==> config.mk <==
export PLATFORM = sky130hd
export DESIGN_NAME = div_unit_flat
export DESIGN_NICKNAME = d
export VERILOG_FILES = /design/src/rtl/rv_div_pkg.sv /design/src/rtl/div_unit_if.sv /design/src/rtl/div_unit.sv /design/src/flat_wrapper.sv
export SDC_FILE = /design/constraint.sdc
export NUM_CORES = 1
export LEC_CHECK = 0
export BUFFER_PORTS_ARGS = -buffer_cell sky130_fd_sc_hd__buf_2
export CAP_MARGIN = 40
export CORE_AREA = 2 2 135 137
export CTS_CLUSTER_DIAMETER = 40
export DETAILED_ROUTE_END_ITERATION = 12
export DIE_AREA = 0 0 137 139
export GPL_TIMING_DRIVEN = 0
export PLACE_DENSITY = 0.88
export SKIP_CTS_REPAIR_TIMING = 1
export SYNTH_ARGS = -nofsm -noshare
export SYNTH_HDL_FRONTEND = slang
export SYNTH_SLANG_ARGS = --single-unit
==> constraint.sdc <==
create_clock -name clk_i -period 6.6 [get_ports clk_i]
set_input_delay 0.66 -clock clk_i [delete_from_list [all_inputs] [get_ports clk_i]]
set_output_delay 0.66 -clock clk_i [all_outputs]
set_load 0.02 [all_outputs]
==> src/rtl/rv_div_pkg.sv <==
// Shared types and constants for the iterative divider.
//   div_op_e    : RV32M divide opcodes (DIV, DIVU, REM, REMU)
//   div_state_e : divider control states
//   XLEN        : operand width
//   DIV_ITER    : quotient bits produced by the restoring loop
//   CNT_W       : iteration counter width (0..DIV_ITER inclusive)
package rv_div_pkg;

    localparam int unsigned XLEN     = 32;
    localparam int unsigned DIV_ITER = 32;
    localparam int unsigned CNT_W    = 6;

    typedef enum logic [1:0] {
        OP_DIV  = 2'd0,
        OP_DIVU = 2'd1,
        OP_REM  = 2'd2,
        OP_REMU = 2'd3
    } div_op_e;

    typedef enum logic [1:0] {
        S_IDLE = 2'd0,
        S_CALC = 2'd1,
        S_DONE = 2'd2
    } div_state_e;

    // Signed variants treat operands as two's complement.
    function automatic logic op_is_signed(div_op_e op);
        return (op == OP_DIV) || (op == OP_REM);
    endfunction

    // Remainder variants return the remainder instead of the quotient.
    function automatic logic op_is_rem(div_op_e op);
        return (op == OP_REM) || (op == OP_REMU);
    endfunction

    // Magnitude of v when it is to be read as signed; 0x80000000 maps to itself,
    // which is the correct unsigned magnitude.
    function automatic logic [XLEN-1:0] magnitude(logic [XLEN-1:0] v, logic is_signed);
        return (is_signed && v[XLEN-1]) ? XLEN'(-v) : v;
    endfunction

endpackage

==> src/rtl/div_unit_if.sv <==
// Request/response bundle between the execute stage and the divider.
//   start_i     : begin a division (sampled only while idle)
//   op_i        : operation select
//   operand_a_i : dividend
//   operand_b_i : divisor
//   flush_i     : abort any operation in progress
//   busy_o      : divider not idle
//   valid_o     : one-cycle pulse, result_o is fresh
//   result_o    : quotient or remainder
// master = requester (pipeline), slave = divider.
interface div_unit_if;
    import rv_div_pkg::*;

    logic            start_i;
    div_op_e         op_i;
    logic [XLEN-1:0] operand_a_i;
    logic [XLEN-1:0] operand_b_i;
    logic            flush_i;
    logic            busy_o;
    logic            valid_o;
    logic [XLEN-1:0] result_o;

    modport master (
        output start_i, op_i, operand_a_i, operand_b_i, flush_i,
        input  busy_o, valid_o, result_o
    );

    modport slave (
        input  start_i, op_i, operand_a_i, operand_b_i, flush_i,
        output busy_o, valid_o, result_o
    );

endinterface

==> src/rtl/div_unit.sv <==
// Iterative 32-bit divider for RV32M DIV/DIVU/REM/REMU.
// Restoring radix-2 loop, one quotient bit per clock, 33 cycles from the
// accepting edge to valid_o. Divide-by-zero and signed overflow complete on
// the accepting edge.
//   clk_i : clock, all state on the rising edge
//   rst_i : asynchronous active-high reset
//   bus   : div_unit_if.slave (start/op/operands/flush in, busy/valid/result out)
module div_unit
    import rv_div_pkg::*;
(
    input  logic      clk_i,
    input  logic      rst_i,
    div_unit_if.slave bus
);

    div_state_e      state;
    logic [CNT_W-1:0] cnt;
    logic [XLEN-1:0] divisor;
    logic [XLEN-1:0] quot;      // holds the dividend, shifted out as quotient bits shift in
    logic [XLEN-1:0] rem;       // partial remainder
    logic [XLEN-1:0] result;
    logic            valid;
    logic            neg_q;
    logic            neg_r;
    logic            is_rem_q;

    logic            req_signed;
    logic            req_rem;
    logic [XLEN-1:0] mag_a;
    logic [XLEN-1:0] mag_b;
    logic            div_zero;
    logic            overflow;
    logic [XLEN:0]   rem_shift;
    logic [XLEN:0]   diff;
    logic            step_ok;
    logic [XLEN-1:0] rem_next;
    logic [XLEN-1:0] quot_next;
    logic [XLEN-1:0] q_fix;
    logic [XLEN-1:0] r_fix;
    logic [XLEN-1:0] final_res;

    // Request decode: operand magnitudes and fast-path detection.
    always_comb begin
        req_signed = op_is_signed(bus.op_i);
        req_rem    = op_is_rem(bus.op_i);
        mag_a      = magnitude(bus.operand_a_i, req_signed);
        mag_b      = magnitude(bus.operand_b_i, req_signed);
        div_zero   = (bus.operand_b_i == '0);
        overflow   = req_signed
                     && (bus.operand_a_i == 32'h8000_0000)
                     && (bus.operand_b_i == 32'hFFFF_FFFF);
    end

    // One restoring step: shift in the next dividend bit, try to subtract.
    // rem < divisor keeps rem_shift below 2^33, so diff[XLEN] is the borrow.
    always_comb begin
        rem_shift = {rem, quot[XLEN-1]};
        diff      = rem_shift - {1'b0, divisor};
        step_ok   = ~diff[XLEN];
        rem_next  = step_ok ? diff[XLEN-1:0] : rem_shift[XLEN-1:0];
        quot_next = {quot[XLEN-2:0], step_ok};
    end

    // Sign fixup of the finished magnitudes.
    always_comb begin
        q_fix     = neg_q ? XLEN'(-quot) : quot;
        r_fix     = neg_r ? XLEN'(-rem)  : rem;
        final_res = is_rem_q ? r_fix : q_fix;
    end

    // Control FSM and datapath registers.
    always_ff @(posedge clk_i or posedge rst_i) begin
        if (rst_i) begin
            state    <= S_IDLE;
            cnt      <= '0;
            divisor  <= '0;
            quot     <= '0;
            rem      <= '0;
            result   <= '0;
            valid    <= 1'b0;
            neg_q    <= 1'b0;
            neg_r    <= 1'b0;
            is_rem_q <= 1'b0;
        end else begin
            valid <= 1'b0;
            if (bus.flush_i) begin
                // Abort from any state; result keeps its last valid value.
                state <= S_IDLE;
                cnt   <= '0;
            end else begin
                unique case (state)
                    S_IDLE: begin
                        if (bus.start_i) begin
                            is_rem_q <= req_rem;
                            neg_q    <= req_signed
                                        & (bus.operand_a_i[XLEN-1] ^ bus.operand_b_i[XLEN-1]);
                            neg_r    <= req_signed & bus.operand_a_i[XLEN-1];
                            cnt      <= '0;
                            if (div_zero) begin
                                result <= req_rem ? bus.operand_a_i : '1;
                                valid  <= 1'b1;
                                state  <= S_DONE;
                            end else if (overflow) begin
                                result <= req_rem ? '0 : 32'h8000_0000;
                                valid  <= 1'b1;
                                state  <= S_DONE;
                            end else begin
                                quot    <= mag_a;
                                divisor <= mag_b;
                                rem     <= '0;
                                state   <= S_CALC;
                            end
                        end
                    end
                    S_CALC: begin
                        if (cnt == CNT_W'(DIV_ITER)) begin
                            result <= final_res;
                            valid  <= 1'b1;
                            state  <= S_DONE;
                        end else begin
                            rem  <= rem_next;
                            quot <= quot_next;
                            cnt  <= cnt + CNT_W'(1);
                        end
                    end
                    S_DONE: begin
                        state <= S_IDLE;
                    end
                    default: begin
                        state <= S_IDLE;
                    end
                endcase
            end
        end
    end

    assign bus.busy_o   = (state != S_IDLE);
    assign bus.valid_o  = valid;
    assign bus.result_o = result;

endmodule
==> src/flat_wrapper.sv <==
// flat-port wrapper written by rule: the top's interface ports become plain ports
module div_unit_flat import rv_div_pkg::*;
  (clk_i, rst_i, bus_start_i, bus_op_i, bus_operand_a_i, bus_operand_b_i, bus_flush_i, bus_busy_o, bus_valid_o, bus_result_o);
  div_unit_if bus_i ();
  input  logic clk_i;
  input  logic rst_i;
  input wire logic [$bits(bus_i.start_i)-1:0] bus_start_i;
  input wire logic [$bits(bus_i.op_i)-1:0] bus_op_i;
  input wire logic [$bits(bus_i.operand_a_i)-1:0] bus_operand_a_i;
  input wire logic [$bits(bus_i.operand_b_i)-1:0] bus_operand_b_i;
  input wire logic [$bits(bus_i.flush_i)-1:0] bus_flush_i;
  output wire logic [$bits(bus_i.busy_o)-1:0] bus_busy_o;
  output wire logic [$bits(bus_i.valid_o)-1:0] bus_valid_o;
  output wire logic [$bits(bus_i.result_o)-1:0] bus_result_o;
  assign bus_i.start_i = bus_start_i;
  assign bus_i.op_i = bus_op_i;
  assign bus_i.operand_a_i = bus_operand_a_i;
  assign bus_i.operand_b_i = bus_operand_b_i;
  assign bus_i.flush_i = bus_flush_i;
  assign bus_busy_o = bus_i.busy_o;
  assign bus_valid_o = bus_i.valid_o;
  assign bus_result_o = bus_i.result_o;
  div_unit u_core (.clk_i(clk_i), .rst_i(rst_i), .bus(bus_i));
endmodule
# [Word-level counts from Yosys, hierarchy flattened]
# Cells that the tools add are included.
[totals] reg_bits=140 input_bits=70 output_inout_bits=34 wordCells=95
[op_classes] addsub=6 eq_ne=15 mux=39 bitwise=7 n_reduce_logical=18
[ops] op="two-way mux 32 bit" n=20
[ops] op="case mux 32 bit (2 select lines)" n=3
[ops] op="negation 32 bit" n=4
[ops] op="== test 32 bit, second input constant" n=2
[ops] op="subtractor 33 x 32 -> 33 bit" n=1
[ops] op="zero test 32 bit" n=1
[ops] op="two-way mux 6 bit" n=3
[ops] op="case mux 6 bit (2 select lines)" n=1
[ops] op="two-way mux 2 bit" n=5
[ops] op="AND reduction 5 bit" n=2
[ops] op="inequality test 2 bit, second input constant" n=4
[ops] op="adder 6 x 1 -> 6 bit, second input constant" n=1
[ops] op="== test 6 bit, second input constant" n=1
[ops] op="inequality test 3 bit, second input constant" n=2
[ops] op="AND reduction 3 bit" n=2
[ops] op="AND reduction 6 bit" n=1
[ops] op="two-way mux 1 bit" n=5
[ops] op="== test 2 bit, second input constant" n=2
[ops] op="logical AND 1 bit" n=4
[ops] op="zero test 2 bit" n=2
[ops] op="inverter 1 bit" n=4
[ops] op="case mux 2 bit (2 select lines)" n=1
[ops] op="nonzero test 2 bit" n=2
[ops] op="inequality test 3 x 1 -> 1 bit, second input constant" n=1
[ops] op="9 further kinds" n=11

# [Depth between registers and ports, before layout]
[logic_depth] depth_word=9 ltp_mapped=14 depth_no_buf=12

# [Worst setup path before layout]
# OpenSTA, ideal clock, no wires.
[synth_timing] path_kind="input to register" start="in bus_operand_b_i[0]" end="reg u_core.result[1], in the netlist u_core.bus.result_o[1]" setup_time_ps=126 arrival_time_ps=3057 t_required_ps=6474 path_slack_ps=3418 path_stages=12 n_path_buf=1 cell_sequence="inv_1 ha_1 or4b_1 nor4b_4 and3_1 nand2_1 o21ai_1 nand2_1 a211o_1 buf_2 a221oi_1 nor2_1"
[synth_via] elab_chain_len=4 elab_cells_between_ends=8 cone_classes="2 x eq/ne; 3 x mux; 3 x reduce/logical"
[synth_rtl] element="start: declaration" line="flat_wrapper.sv:10" source="input wire logic [$bits(bus_i.operand_b_i)-1:0] bus_operand_b_i;"
[synth_rtl] element="== test 32 bit or zero test 32 bit (tied branches)" line="div_unit.sv:51, div_unit.sv:48"
[synth_rtl] element="logical AND 1 bit or two-way mux 32 bit (tied branches)" line="div_unit.sv:51, div_unit.sv:99"
[synth_rtl] element="inequality test 3 x 1 -> 1 bit (no line) or two-way mux 32 bit (tied branches)"
[synth_rtl] element="AND reduction 5 bit (no line) or case mux 32 bit (2 select lines) (tied branches)"
[synth_rtl] element="end signal: assignment" line="div_unit.sv:100" source="result <= req_rem ? bus.operand_a_i : '1;"
[synth_rtl] element="end signal: assignment" line="div_unit.sv:104" source="result <= req_rem ? '0 : 32'h8000_0000;"
[synth_rtl] element="end signal: assignment" line="div_unit.sv:117" source="result <= final_res;"
[synth_rtl] element="end: declaration" line="div_unit.sv:21" source="logic [XLEN-1:0] result;"
# Parallel ways exist; a longest one is shown, timed or not. The select of a mux whose other input is x is not followed.
# A chain may end at the register's enable or synchronous reset.

# [Worst setup path after layout]
[layout_timing] start="in bus_operand_a_i[16]" end="reg u_core.result[25], in the netlist u_core.bus.result_o[25]"
[layout_via] elab_chain_len=5
[layout_rtl] element="start: declaration" line="flat_wrapper.sv:9" source="input wire logic [$bits(bus_i.operand_a_i)-1:0] bus_operand_a_i;"
[layout_rtl] element="== test 32 bit" line="div_unit.sv:50" source="&& (bus.operand_a_i == 32'h8000_0000)"
[layout_rtl] element="logical AND 1 bit" line="div_unit.sv:50"
[layout_rtl] element="logical AND 1 bit" line="div_unit.sv:51" source="&& (bus.operand_b_i == 32'hFFFF_FFFF);"
[layout_rtl] element="inequality test 3 x 1 -> 1 bit (no line)"
[layout_rtl] element="AND reduction 5 bit (no line)"
# No other way between the ends.

==> impl_metrics.tcl <==
set metrics [dict create \
    outcome "complete, no violations" \
    placed_area_um2 11820 \
    cap_violations 0 \
    yosys.cell_types.count 73 \
    drtAntennaViolNets 0 \
    firstDrtPassIters 6 \
    clk_latency_ns 0.44 \
    fmax_mhz 254.8 \
    worst_pin_slew_ns 0.9422 \
    crit_top_cell "nand2_1" \
    pwr_density_cell_nw_per_um2 245.1 \
    fin_tns_setup_ns 0 \
    max-slew-margin-rel_pct 36.61 \
    die_height_um 139 \
    finalPower_mw 3.043 \
    viasPerCell 6.367 \
    async_reset_ff_share_pct 100.0 \
    startpoint_type "input port" \
    grt_use_total_pct 35.59 \
    fin_skew_ns 0.007797 \
    port_buffers 103 \
    synth-seq-cells 140 \
    dp_hpwl_um 25420 \
    clkTransAtPathRegs_ns 0.06 \
    cts.sinks 140 \
    post-synth-top-count-cell "nand2_1" \
    cts_htree_levels 4 \
    hold_violations 0 \
    drc 0 \
    slowest_stage "nor4_1" \
    crit_arrival_ns 4.26 \
    rsz0062_at_grt "no" \
    grt_pass1_wl_um 53760 \
    die-area_um2 19040 \
    max_stage_delay_ns 0.64 \
    setup_violations 0 \
    routed_wl_um 33390 \
    nets 1628 \
    overflow 0 \
    start_util_pct 62.22 \
    p_leak_nw 5.493 \
    cts_tree "done" \
    cts_buffer_depth 2 \
    syn-instance-count 1394 \
    syn_avg_cell_area_um2 7.881 \
    holdWs_ns 0.2756 \
    end_kind "flop" \
    root_buffer "clkbuf_16" \
    cts_made_buffers 17 \
    critPathKind "input port to flop" \
    area_growth_pct 12.99 \
    place_congestion 0.9727 \
    fin_crit_sh_pct 59.46 \
    drive_gt1_share_pct 11.50 \
    ys_seq_area_share_pct 31.89 \
    stdcell_area_um2 12410 \
    synthTopCellsByArea "dfrtp_1, o21ai_0, xor2_1" \
    grt_pass1_vias 10605 \
    rows 49 \
    syn_nets 1504 \
    ys.flop_type "dfrtp_1" \
    die_w_um 137 \
    fillCellCount 1454 \
    ys_warn_count 0 \
    slew_violations 0 \
    diodes 0 \
    yosysTopAreaCellShare_pct 31.89 \
    critPathRequiredTime_ns 6.93 \
    pin_count 104 \
    irDropWorstVdd_uv 194.1 \
    synth_area_um2 10990 \
    vias 11206 \
    antenna_found_initial 0 \
    crit_chain "buf_2 -> or4_1 -> nor4_1 -> nand3_1 -> o21ai_1 -> nand2_1 -> a211o_1 -> inv_2 -> nand2_1 -> o221ai_1" \
    synth-edff-count 0 \
    hold_class "input port to async pin" \
    yosys.area.top_type "dfrtp_1" \
    path_max_fanout 9 \
    drtIter0Drc 1185 \
    post_drt_wl_per_cell_um 18.97 \
    core_area_um2 17660 \
    fin_crit_ns 3.924 \
    grt_max_degree 85 \
    synth_top_cells_by_count "nand2_1, o21ai_0, dfrtp_1" \
]
==> cells by family (layout without fill, tap and decap cells) <==
kind of cell / count (synthesis) / count (layout) / synth area share (%)
XOR/XNOR: 141 / 141 / 11.24
multiplexers: 27 / 27 / 2.471
AND/OR/NAND/NOR: 462 / 462 / 20.10
adder cells (fa/ha/maj): 40 / 40 / 4.624
AO/OA/AOI/OAI: 450 / 450 / 24.78
flip-flops: 140 / 140 / 31.89
buffers and inverters: 134 / 271 / 4.897
==> power breakdown <==
group / switching, mW / total [mW] / internal [mW] / leakage, nW
logic: 0.612 / 0.981 / 0.369 / 3.44
registers: 0.130 / 1.10 / 0.970 / 1.76
clock network: 0.379 / 0.962 / 0.583 / 0.289
==> per-stage QoR <==
stage	setup WS [ns]	util, %	std cells
after global placement	0.7439	66.77	1726
final	2.676	70.31	1760
after global routing	2.414	70.31	1760
after floorplan	2.187	-	1394
after CTS	2.792	70.28	1759
after detailed placement	2.429	66.95	1727
==> critical path: cells and delay by family <==
kind / cells / cell delay (ns)
AND/OR/NAND/NOR: 5 / 2.11
AO/OA/AOI/OAI: 3 / 1.15
buffers and inverters: 2 / 0.34
==> layout make-up <==
class                           instances  area (um2)  area share [%]
Buffer                                 76       320.3           2.580
Clock buffer                           21       470.5           3.790
Clock inverter                         11       117.6          0.9474
Inverter                               58       222.7           1.794
Multi-Input combinational cell       1120        6945           55.95
Sequential cell                       140        3503           28.22
Tap cell                              229       286.5           2.308
Timing Repair Buffer                  105       548.0           4.414
==> worst paths after layout <==
path	to	start	slack [ns]	cells after the start
min in group clk_i	u_core.cnt[0]	bus_flush_i	0.45	2
worst max-delay path	u_core.bus.result_o[25]	bus_operand_a_i[16]	2.68	10
max in group asynchronous	u_core.divisor[22]	rst_i	5.55	3
worst min register to register	u_core.cnt[5]	u_core.cnt[5]	0.47	1
worst min-delay path	u_core.bus.result_o[6]	rst_i	0.28	2
worst max register to register	u_core.rem[31]	u_core.quot[31]	2.72	14
==> layout by cell type, fill, tap and decap left out, drive strengths merged, types with 10 or more instances in the layout <==
cell type  count
nor3          25
nand3         13
o21a          10
a211oi        10
mux2i         26
and3          16
xor2          73
o41ai         15
a21o          10
o31ai         29
xnor2         68
a31oi         25
or3           17
nand2        166
ha            39
inv           58
buf          125
a21oi        121
nor2         131
or4           21
nand4         14
clkbuf        77
dfrtp        140
o21ai        162
o211ai        25
nand2b        16
==> registers in the layout, summed over array words and instances, names as in the netlist <==
register / count
u_core.rem: 32
u_core.quot: 32
u_core.bus.result_o: 32
u_core.bus.valid_o: 1
u_core.is_rem_q: 1
u_core.neg_r: 1
u_core.cnt: 6
u_core.neg_q: 1
u_core.state: 2
u_core.divisor: 32
==> layer usage <==
metal / track usage (%) / share of wire (%)
met3: 5.519 / 7.9
met5: 0 / 0
met2: 57.00 / 47
met1: 45.38 / 39
met4: 20.56 / 5.7
Power figures use the tool's default switching activity.
